===== config.mk =====
export PLATFORM = sky130hd
export DESIGN_NAME = instr_encoder_loader
export DESIGN_NICKNAME = d
export VERILOG_FILES = /design/src/rtl/instr_encoder_loader.sv
export SDC_FILE = /design/constraint.sdc
export NUM_CORES = 1
export LEC_CHECK = 0
export CORE_MARGIN = 10
export CORE_UTILIZATION = 40
export DETAILED_ROUTE_END_ITERATION = 12
export PLACE_DENSITY = 0.84
export RECOVER_POWER = 100
export SYNTH_ARGS = -nofsm -noshare
export SYNTH_HDL_FRONTEND = slang
export SYNTH_SLANG_ARGS = --single-unit

===== constraint.sdc =====
create_clock -name clk -period 3 [get_ports clk]
set_input_delay 0.3 -clock clk [delete_from_list [all_inputs] [get_ports clk]]
set_output_delay 0.3 -clock clk [all_outputs]
set_load 0.01 [all_outputs]

===== src/rtl/instr_encoder_loader.sv =====
// Program loader: packs instruction fields into 32-bit words and writes them to memory via req/gnt.
// Optional ILLEGAL_OP_CHECK_EN drops opcodes 0 and >25 and flags them in a sticky err bit.
module instr_encoder_loader #(
  parameter int ADDR_W = 10,
  parameter int CNT_W  = 11
) (
  input  logic              clk,
  input  logic              rst,
  input  logic              start,
  input  logic [ADDR_W-1:0] base_addr,
  input  logic [CNT_W-1:0]  count,
  input  logic              in_valid,
  output logic              in_ready,
  input  logic [5:0]        in_opcode,
  input  logic [4:0]        in_rs,
  input  logic [4:0]        in_rt,
  input  logic [4:0]        in_rd,
  input  logic [4:0]        in_shamt,
  input  logic [5:0]        in_funct,
  input  logic [15:0]       in_imm,
  input  logic [25:0]       in_target,
  output logic              mem_req,
  input  logic              mem_gnt,
  output logic [ADDR_W-1:0] mem_addr,
  output logic [31:0]       mem_wdata,
  output logic              busy,
  output logic              done,
  output logic [CNT_W-1:0]  words_written,
  output logic              err
);

  localparam logic [1:0] S_IDLE   = 2'd0;
  localparam logic [1:0] S_ACCEPT = 2'd1;
  localparam logic [1:0] S_WRITE  = 2'd2;

  logic [1:0]        state_q, state_d;
  logic [ADDR_W-1:0] ptr_q, ptr_d;
  logic [CNT_W-1:0]  rem_q, rem_d;
  logic [CNT_W-1:0]  wcnt_q, wcnt_d;
  logic [31:0]       wdata_q, wdata_d;
  logic              done_q, done_d;
  logic              err_q, err_d;
  logic [31:0]       enc;
  logic              illegal;

  always_comb begin
    case (in_opcode)
      6'd1, 6'd2, 6'd3, 6'd4, 6'd7, 6'd8, 6'd22, 6'd24:
        enc = {in_opcode, in_rs, in_rt, in_rd, in_shamt, in_funct};
      6'd21, 6'd23:
        enc = {in_opcode, in_target};
      default:
        enc = {in_opcode, in_rs, in_rt, in_imm};
    endcase
  end

`ifdef ILLEGAL_OP_CHECK_EN
  assign illegal = (in_opcode == 6'd0) || (in_opcode > 6'd25);
`else
  assign illegal = 1'b0;
`endif

  always_comb begin
    state_d = state_q;
    ptr_d   = ptr_q;
    rem_d   = rem_q;
    wcnt_d  = wcnt_q;
    wdata_d = wdata_q;
    done_d  = 1'b0;
    err_d   = err_q;
    case (state_q)
      S_IDLE: begin
        if (start) begin
          ptr_d  = base_addr;
          rem_d  = count;
          wcnt_d = '0;
          err_d  = 1'b0;
          if (count == '0) done_d  = 1'b1;
          else             state_d = S_ACCEPT;
        end
      end
      S_ACCEPT: begin
        if (in_valid) begin
          // illegal opcodes are consumed but leave pointer and remaining untouched
          if (illegal) begin
            err_d = 1'b1;
          end else begin
            wdata_d = enc;
            state_d = S_WRITE;
          end
        end
      end
      S_WRITE: begin
        if (mem_gnt) begin
          ptr_d  = ptr_q + ADDR_W'(1);
          rem_d  = rem_q - CNT_W'(1);
          wcnt_d = wcnt_q + CNT_W'(1);
          if (rem_q == CNT_W'(1)) begin
            done_d  = 1'b1;
            state_d = S_IDLE;
          end else begin
            state_d = S_ACCEPT;
          end
        end
      end
      default: state_d = S_IDLE;
    endcase
  end

  always_ff @(posedge clk or posedge rst) begin
    if (rst) begin
      state_q <= S_IDLE;
      ptr_q   <= '0;
      rem_q   <= '0;
      wcnt_q  <= '0;
      wdata_q <= '0;
      done_q  <= 1'b0;
      err_q   <= 1'b0;
    end else begin
      state_q <= state_d;
      ptr_q   <= ptr_d;
      rem_q   <= rem_d;
      wcnt_q  <= wcnt_d;
      wdata_q <= wdata_d;
      done_q  <= done_d;
      err_q   <= err_d;
    end
  end

  // all handshake outputs decode straight from state so reset drops them without a clock
  assign in_ready      = (state_q == S_ACCEPT);
  assign mem_req       = (state_q == S_WRITE);
  assign busy          = (state_q != S_IDLE);
  assign mem_addr      = ptr_q;
  assign mem_wdata     = wdata_q;
  assign done          = done_q;
  assign words_written = wcnt_q;
  assign err           = err_q;

endmodule


==> results.yml, run 1 <==
synth:
  post_synth_inst_count: 383
  synthDistinctLibCells: 48
  avgSynthCellArea_um2: 9.183
  synth_top_cells_by_area: "sky130_fd_sc_hd__dfrtp_1 (48%), sky130_fd_sc_hd__o21ai_0 (7.5%), sky130_fd_sc_hd__nand2_1 (6.1%), sky130_fd_sc_hd__a221o_1 (4.6%), sky130_fd_sc_hd__a21oi_1 (3.8%)"
  number_of_enable_type_register_cells_in_the_synthesized_netlist: 0
  synth.yosys.seq_area_share: 0.4767
  synth_flop_cell: "sky130_fd_sc_hd__dfrtp_1"
  synth_largest_area_cell: "sky130_fd_sc_hd__dfrtp_1"
  netlist_area_um2: 3517
  synth.ff_latch_count: 67
  asyncSetResetFlopFracSynth: 1.000
  synthDominantCellAreaShare: 0.4767
  yosysWarningCount: 0
  total_nets_after_synthesis: 487
sta:
  number_of_failing_setup_endpoints_in_the_final_timing_report: 0
  unrepaired_setup_endpoints_after_global_routing: "false"
  final.min_clock_period_ps: 2315
  tightestPinTransition_ps: 1397
  fin_hold_ws_ps: 387.2
  hold_viol_final: 0
  clock-skew-final_ps: 8.099
  finalSetupTns_ps: 0
  final_min_period_over_clock_period: 0.7718
  slew_headroom: 0.06870
  final-max-slew-violation-count: 0
  clock.fmax_ghz: 0.4319
  post-route-worst-setup-slack_ps: 684.7
power:
  p_int_uw: 2672
  switching_power_as_a_share_of_total_power: 0.3797
  p_sw_uw: 1636
  power.share.combinational: 0.465
  power_frac_clock: 0.172
  vdd.ir_drop.worst_mv: 0.3609
  cellLeakagePower_uw: 0.002276
  seq_power_share: 0.364
  power.density_nw_per_um2: 798.6
grt:
  vias_in_the_first_global_route: 3689
  largest_net_degree_at_the_start_of_global_routing: 33
  number_of_antenna_violations_at_the_first_check_in_global_routing: 0
  grt_first_pass_wirelength_mm: 18.42
  grt_util_all_layers: 0.1749
  grt-ovfl-total: 0
routing:
  detailedRoute.firstPassIterationCount: 4
  initialDrtViolationCount: 133
  drt_drc_violations_left: 0
  ant_nets: 0
  via_count_of_the_routed_design: 3539
  post_drt_via_cell_ratio: 5.436
  wl_mm: 11.60
  wl_per_instance_um: 17.82
clock_tree:
  post_cts.repair.setup_buffers: 0
  cts_resized: 0
  tritoncts: "done"
  cts-root-to-sink-buffers: 2
  numClockSinks: 67
  clock_insertion_delay_worst_skew_ps: 340
  cts_root_buffer: "sky130_fd_sc_hd__clkbuf_8"
  ctsHoldBuffers: 0
  cts-buffers-inserted: 9
  htree_num_levels: 3
  cts.clk_slew.worst_paths_ps: 70
setup_path:
  critical_path_buf_inv_count: 1
  cp_data_required_time_ps: 3260
  timing.critical_path.fanout_max: 9
  crit_arrival_ps: 2570
  criticalPathCategory: "primary input to flip-flop"
  cpPeakStageDelay_ps: 720
  regToRegSetupSlack_ps: 710
  end_kind: "flip-flop"
  path_delay_family: "simple AND/OR/NAND/NOR gates"
  critPathLaunchType: "primary input"
  path_cells: "clkdlybuf4s50_1, nor3b_1, or2_0, nand4_2, or3_1, a21oi_1"
  cell_type_of_the_slowest_stage_on_the_worst_timing_path: "sky130_fd_sc_hd__nor3b_1"
floorplanning:
  io-pin-count: 158
  num_rows: 34
  fp.dieArea_um2: 12940
  core_area_um2: 8636
  floorplan.die.height_um: 113.8
  initial_utilization: 0.4073
  die-width_um: 113.8
placement:
  place.port_buffers: 156
  dp_hpwl_mm: 9.075
  dp_slack_ps: 607.5
  final_estimated_routing_congestion_in_global_placement: 0.8293
worst_hold_path:
  hold_path_class: "primary input to async pin"
finish:
  antenna_cells_inserted: 0
  post_route_cells_drive_above_1_share: 0.06630
  layout.cells.most_common: "sky130_fd_sc_hd__clkdlybuf4s50_1"
  mostFrequentLayoutCells: "sky130_fd_sc_hd__clkdlybuf4s50_1 (98), sky130_fd_sc_hd__dfrtp_1 (67), sky130_fd_sc_hd__dlygate4sd3_1 (58), sky130_fd_sc_hd__nand2_1 (57), sky130_fd_sc_hd__o21ai_0 (53)"
  final_nets: 643
  layout-area-overhead-vs-synth_pct: 53.36
outcome:
  outcome: "finished clean"
flow_run:
  max_cap_violations: 0
## flip-flops by register name (all words and copies together) (netlist names)
register and cells:
mem_wdata 32, state_q 2, mem_addr 10, words_written 11, rem_q 11, done 1
## layer usage
| metal | GRT usage | share of wire | up-vias |
|---|---|---|---|
| met5 | 0 | 0 | - |
| met3 | 0.07927 | 0.092 | 17 |
| li1 | - | - | 1707 |
| met4 | 0.05848 | 0.018 | 0 |
| met1 | 0.1762 | 0.37 | 1669 |
| met2 | 0.3131 | 0.52 | 146 |
## kinds of logic after synthesis
kind of cell | after synthesis | share of synthesized area
AO/OA/AOI/OAI | 120 | 0.2117
XOR/XNOR | 4 | 0.009963
adder cells (fa/ha/maj) | 4 | 0.01423
buffers and inverters | 30 | 0.03699
flip-flops | 67 | 0.4767
multiplexers | 17 | 0.05087
other | 1 | 0.001066
AND/OR/NAND/NOR | 140 | 0.1985
## synthesized netlist by cell type, drive strengths merged, types with 3 or more instances
cell and count:
nand3 11, or3 6, and3b 3, xor2 3
mux2 7, a221o 16, dfrtp 67, nor4 4
inv 6, and3 3, a22oi 5, nor3 10
nor3b 3, nor2 28, and4 3, o22a 3
a21oi 27, o21ai 54, nand4 5, nand2 57
ha 4, clkbuf 17, buf 6, mux2i 10
a31oi 3
## power groups by stage
stage	Combinational, uW	Sequential (uW)	Clock [uW]
6_report	2000	1570	739
2_1_floorplan	961	1670	0
3_5_place_dp	2150	1590	0
5_1_grt	2210	1630	791
3_3_place_gp	2080	1570	0
4_1_cts	2150	1580	755
## worst paths after layout
| kind | cells past startpoint | startpoint | end |
|---|---|---|---|
| setup / recovery | 6 | start | words_written[5]$_DFFE_PP0P_ |
| hold / removal | 2 | rst | mem_addr[6]$_DFFE_PP0P_ |
| setup reg to reg | 5 | state_q[0]$_DFFE_PP0P_ | words_written[5]$_DFFE_PP0P_ |
| hold reg to reg | 2 | mem_wdata[22]$_DFFE_PP0P_ | mem_wdata[22]$_DFFE_PP0P_ |
| max in group asynchronous | 3 | rst | words_written[5]$_DFFE_PP0P_ |
| min in group clk | 2 | mem_wdata[22]$_DFFE_PP0P_ | mem_wdata[22]$_DFFE_PP0P_ |
## area by class of cell
cell class                      count  area (um^2)
Clock buffer                       14        192.7
Clock inverter                      1        5.005
Fill cell                         719         3242
Inverter                            7        26.28
Multi-Input combinational cell    286         1710
Sequential cell                    67         1677
Tap cell                          108        135.1
Timing Repair Buffer              168         1648
## per-stage QoR
step           instances  cell area (um^2)  total power [uW]    util
3_5_place_dp         636              5210              3739  0.6033
5_1_grt              651              5394              4633  0.6246
6_report             651              5394              4308  0.6246
3_3_place_gp         636              5210              3646  0.6033
4_1_cts              651              5408              4491  0.6262
2_1_floorplan        383              3517              2627       -
No activity file was read; power rests on OpenSTA's default activity.
==> run 2: changes to the inputs <==
- clock period: 3 -> 2.38 ns (I/O delays scaled with it)
==> run 2 against run 1 <==
Compared with the run above:
- final cell count up 0.15%
- routed wire length down 1.7%
- combinational power up 26%
- critical path depth unchanged
- core utilization down 0.23 points
- register-to-register slack worse by 380 ps
- non-clock buffer count up 1
- setup slack worse by 370 ps
- sequential power up 25%
- largest cell class unchanged
==> results.yml, run 2 (same netlist as run 1, synthesis figures left out) <==
floorplanning:
  initial_utilization: 0.4073
  core_area_um2: 8636
  die-width_um: 113.8
  floorplan.die.height_um: 113.8
  fp.dieArea_um2: 12940
  num_rows: 34
  io-pin-count: 158
setup_path:
  end_kind: "flip-flop"
  cpPeakStageDelay_ps: 630
  crit_arrival_ps: 2260
  cell_type_of_the_slowest_stage_on_the_worst_timing_path: "sky130_fd_sc_hd__clkbuf_1"
  timing.critical_path.fanout_max: 10
  critical_path_buf_inv_count: 2
  path_delay_family: "buffers and inverters"
  path_cells: "clkdlybuf4s50_1, nand2_1, nor4b_4, clkbuf_1, mux2i_1, o21ai_0"
  cp_data_required_time_ps: 2570
  rr_endpoint: "words_written[8]$_DFFE_PP0P_"
  rr_startpoint: "state_q[0]$_DFFE_PP0P_"
  worstSetupEndpoint: "mem_wdata[22]$_DFFE_PP0P_"
  criticalPathCategory: "primary input to flip-flop"
  critPathLaunchType: "primary input"
  r2r.worst_path.cells: 5
  cp-startpoint: "in_opcode[2]"
  regToRegSetupSlack_ps: 330
  critical_path_cell_count: 6
routing:
  initialDrtViolationCount: 128
  wl_per_instance_um: 17.50
  post_drt_via_cell_ratio: 5.393
  drt_drc_violations_left: 0
  ant_nets: 0
  wl_mm: 11.41
  detailedRoute.firstPassIterationCount: 4
  via_count_of_the_routed_design: 3516
finish:
  final_nets: 644
  post_route_cells_drive_above_1_share: 0.06066
  largest_reg_flops: 32
  layout-area-overhead-vs-synth_pct: 52.79
  layout.cells.most_common: "sky130_fd_sc_hd__clkdlybuf4s50_1"
  post_route_utilization: 0.6223
  mostFrequentLayoutCells: "sky130_fd_sc_hd__clkdlybuf4s50_1 (98), sky130_fd_sc_hd__dfrtp_1 (67), sky130_fd_sc_hd__dlygate4sd3_1 (58), sky130_fd_sc_hd__nand2_1 (57), sky130_fd_sc_hd__o21ai_0 (53)"
  antenna_cells_inserted: 0
placement:
  final_estimated_routing_congestion_in_global_placement: 0.8027
  place.port_buffers: 156
  dp_hpwl_mm: 8.949
clock_tree:
  ctsHoldBuffers: 0
  post_cts.repair.setup_buffers: 0
  cts_root_buffer: "sky130_fd_sc_hd__clkbuf_8"
  cts_resized: 0
  cts-buffers-inserted: 9
  tritoncts: "done"
  htree_num_levels: 3
  numClockSinks: 67
  cts.clk_slew.worst_paths_ps: 70
  clock_insertion_delay_worst_skew_ps: 330
  cts-root-to-sink-buffers: 2
sta:
  final_min_period_over_clock_period: 0.8674
  hold_viol_final: 0
  slew_headroom: 0.3539
  clock.fmax_ghz: 0.4844
  final.min_clock_period_ps: 2064
  final-max-slew-violation-count: 0
  finalSetupTns_ps: 0
  tightestPinTransition_ps: 968.1
  clock-skew-final_ps: 8.562
  number_of_failing_setup_endpoints_in_the_final_timing_report: 0
  unrepaired_setup_endpoints_after_global_routing: "false"
grt:
  grt_first_pass_wirelength_mm: 18.32
  grt-ovfl-total: 0
  number_of_antenna_violations_at_the_first_check_in_global_routing: 0
  largest_net_degree_at_the_start_of_global_routing: 43
  grt_util_all_layers: 0.1740
  vias_in_the_first_global_route: 3662
flow_run:
  max_cap_violations: 0
power:
  power.density_nw_per_um2: 1001
  vdd.ir_drop.worst_mv: 0.4909
  cellLeakagePower_uw: 0.002254
worst_hold_path:
  hold_path_class: "primary input to flip-flop"
outcome:
  outcome: "finished clean"
[run 2: cell types whose count changed in the layout (fill, tap and decap cells not counted)]
cell	delta
sky130_fd_sc_hd__clkbuf_8	-5
sky130_fd_sc_hd__clkbuf_1	+4
sky130_fd_sc_hd__buf_4	-1
sky130_fd_sc_hd__bufinv_16	+1
sky130_fd_sc_hd__clkbuf_4	+1
sky130_fd_sc_hd__clkinv_2	+1
sky130_fd_sc_hd__nand4_1	+1
sky130_fd_sc_hd__nand4_2	-1
sky130_fd_sc_hd__nor3b_1	-1
sky130_fd_sc_hd__nor3b_2	+1
[run 2: final cells by class]
type | instances | area (um^2)
multi-input cells | 286 | 1709
inverters | 7 | 26.28
fillers | 720 | 3262
clock buffers | 12 | 135.1
clock inverters | 3 | 40.04
repair buffers | 169 | 1652
well taps | 108 | 135.1
flip-flops and latches | 67 | 1677
[run 2: worst min path at each step]
stage | end | from | slack, ps | depth (start not counted)
detailed placement | mem_wdata[18]$_DFFE_PP0P_ | mem_wdata[18]$_DFFE_PP0P_ | 490 | 2
global placement | mem_wdata[24]$_DFFE_PP0P_ | mem_wdata[24]$_DFFE_PP0P_ | 460 | 2
floorplan | state_q[1]$_DFFE_PP0P_ | mem_gnt | 350 | 1
finish | mem_addr[0]$_DFFE_PP0P_ | base_addr[0] | 470 | 3
global route | mem_addr[0]$_DFFE_PP0P_ | base_addr[0] | 470 | 3
CTS | mem_wdata[18]$_DFFE_PP0P_ | rst | 290 | 2
[run 2: metal layers]
layer  share of wire  vias to the layer above  global-route usage
met5               0                        -                   0
li1                -                     1709                   -
met1            0.37                     1679              0.1780
met4          0.0087                        0             0.05764
met2            0.53                      120              0.3112
met3           0.093                        8             0.07507
[run 2: worst reg2reg max path: cells and delay by family, from the launching register on]
family / cells / cell delay (ps)
AOI/OAI and AO/OA: 2 / 420
and+or+nand+nor: 2 / 610
DFF: 1 / 430
buffers and inverters: 1 / 510
[run 2: where the power goes]
part           internal, uW  leakage [uW]  total, uW  switching [uW]
combinational          1240       0.00133       2510            1270
sequential             1610      0.000831       1970             364
clock                   477     0.0000902        891             414
total                  3330       0.00225       5380            2050
[run 2: stage by stage]
| step | power [uW] | instances | setup WS, ps | hold slack [ps] | area, um^2 |
|---|---|---|---|---|---|
| floorplan | 3311 | 383 | 458.8 | 349.8 | 3517 |
| detailed placement | 4707 | 637 | 54.04 | 489.1 | 5230 |
| global placement | 4597 | 637 | 164.4 | 462.9 | 5230 |
| global route | 5794 | 652 | 174.8 | 471.8 | 5374 |
| CTS | 5618 | 652 | 402.2 | 289.4 | 5405 |
| finish | 5377 | 652 | 315.6 | 468.1 | 5374 |
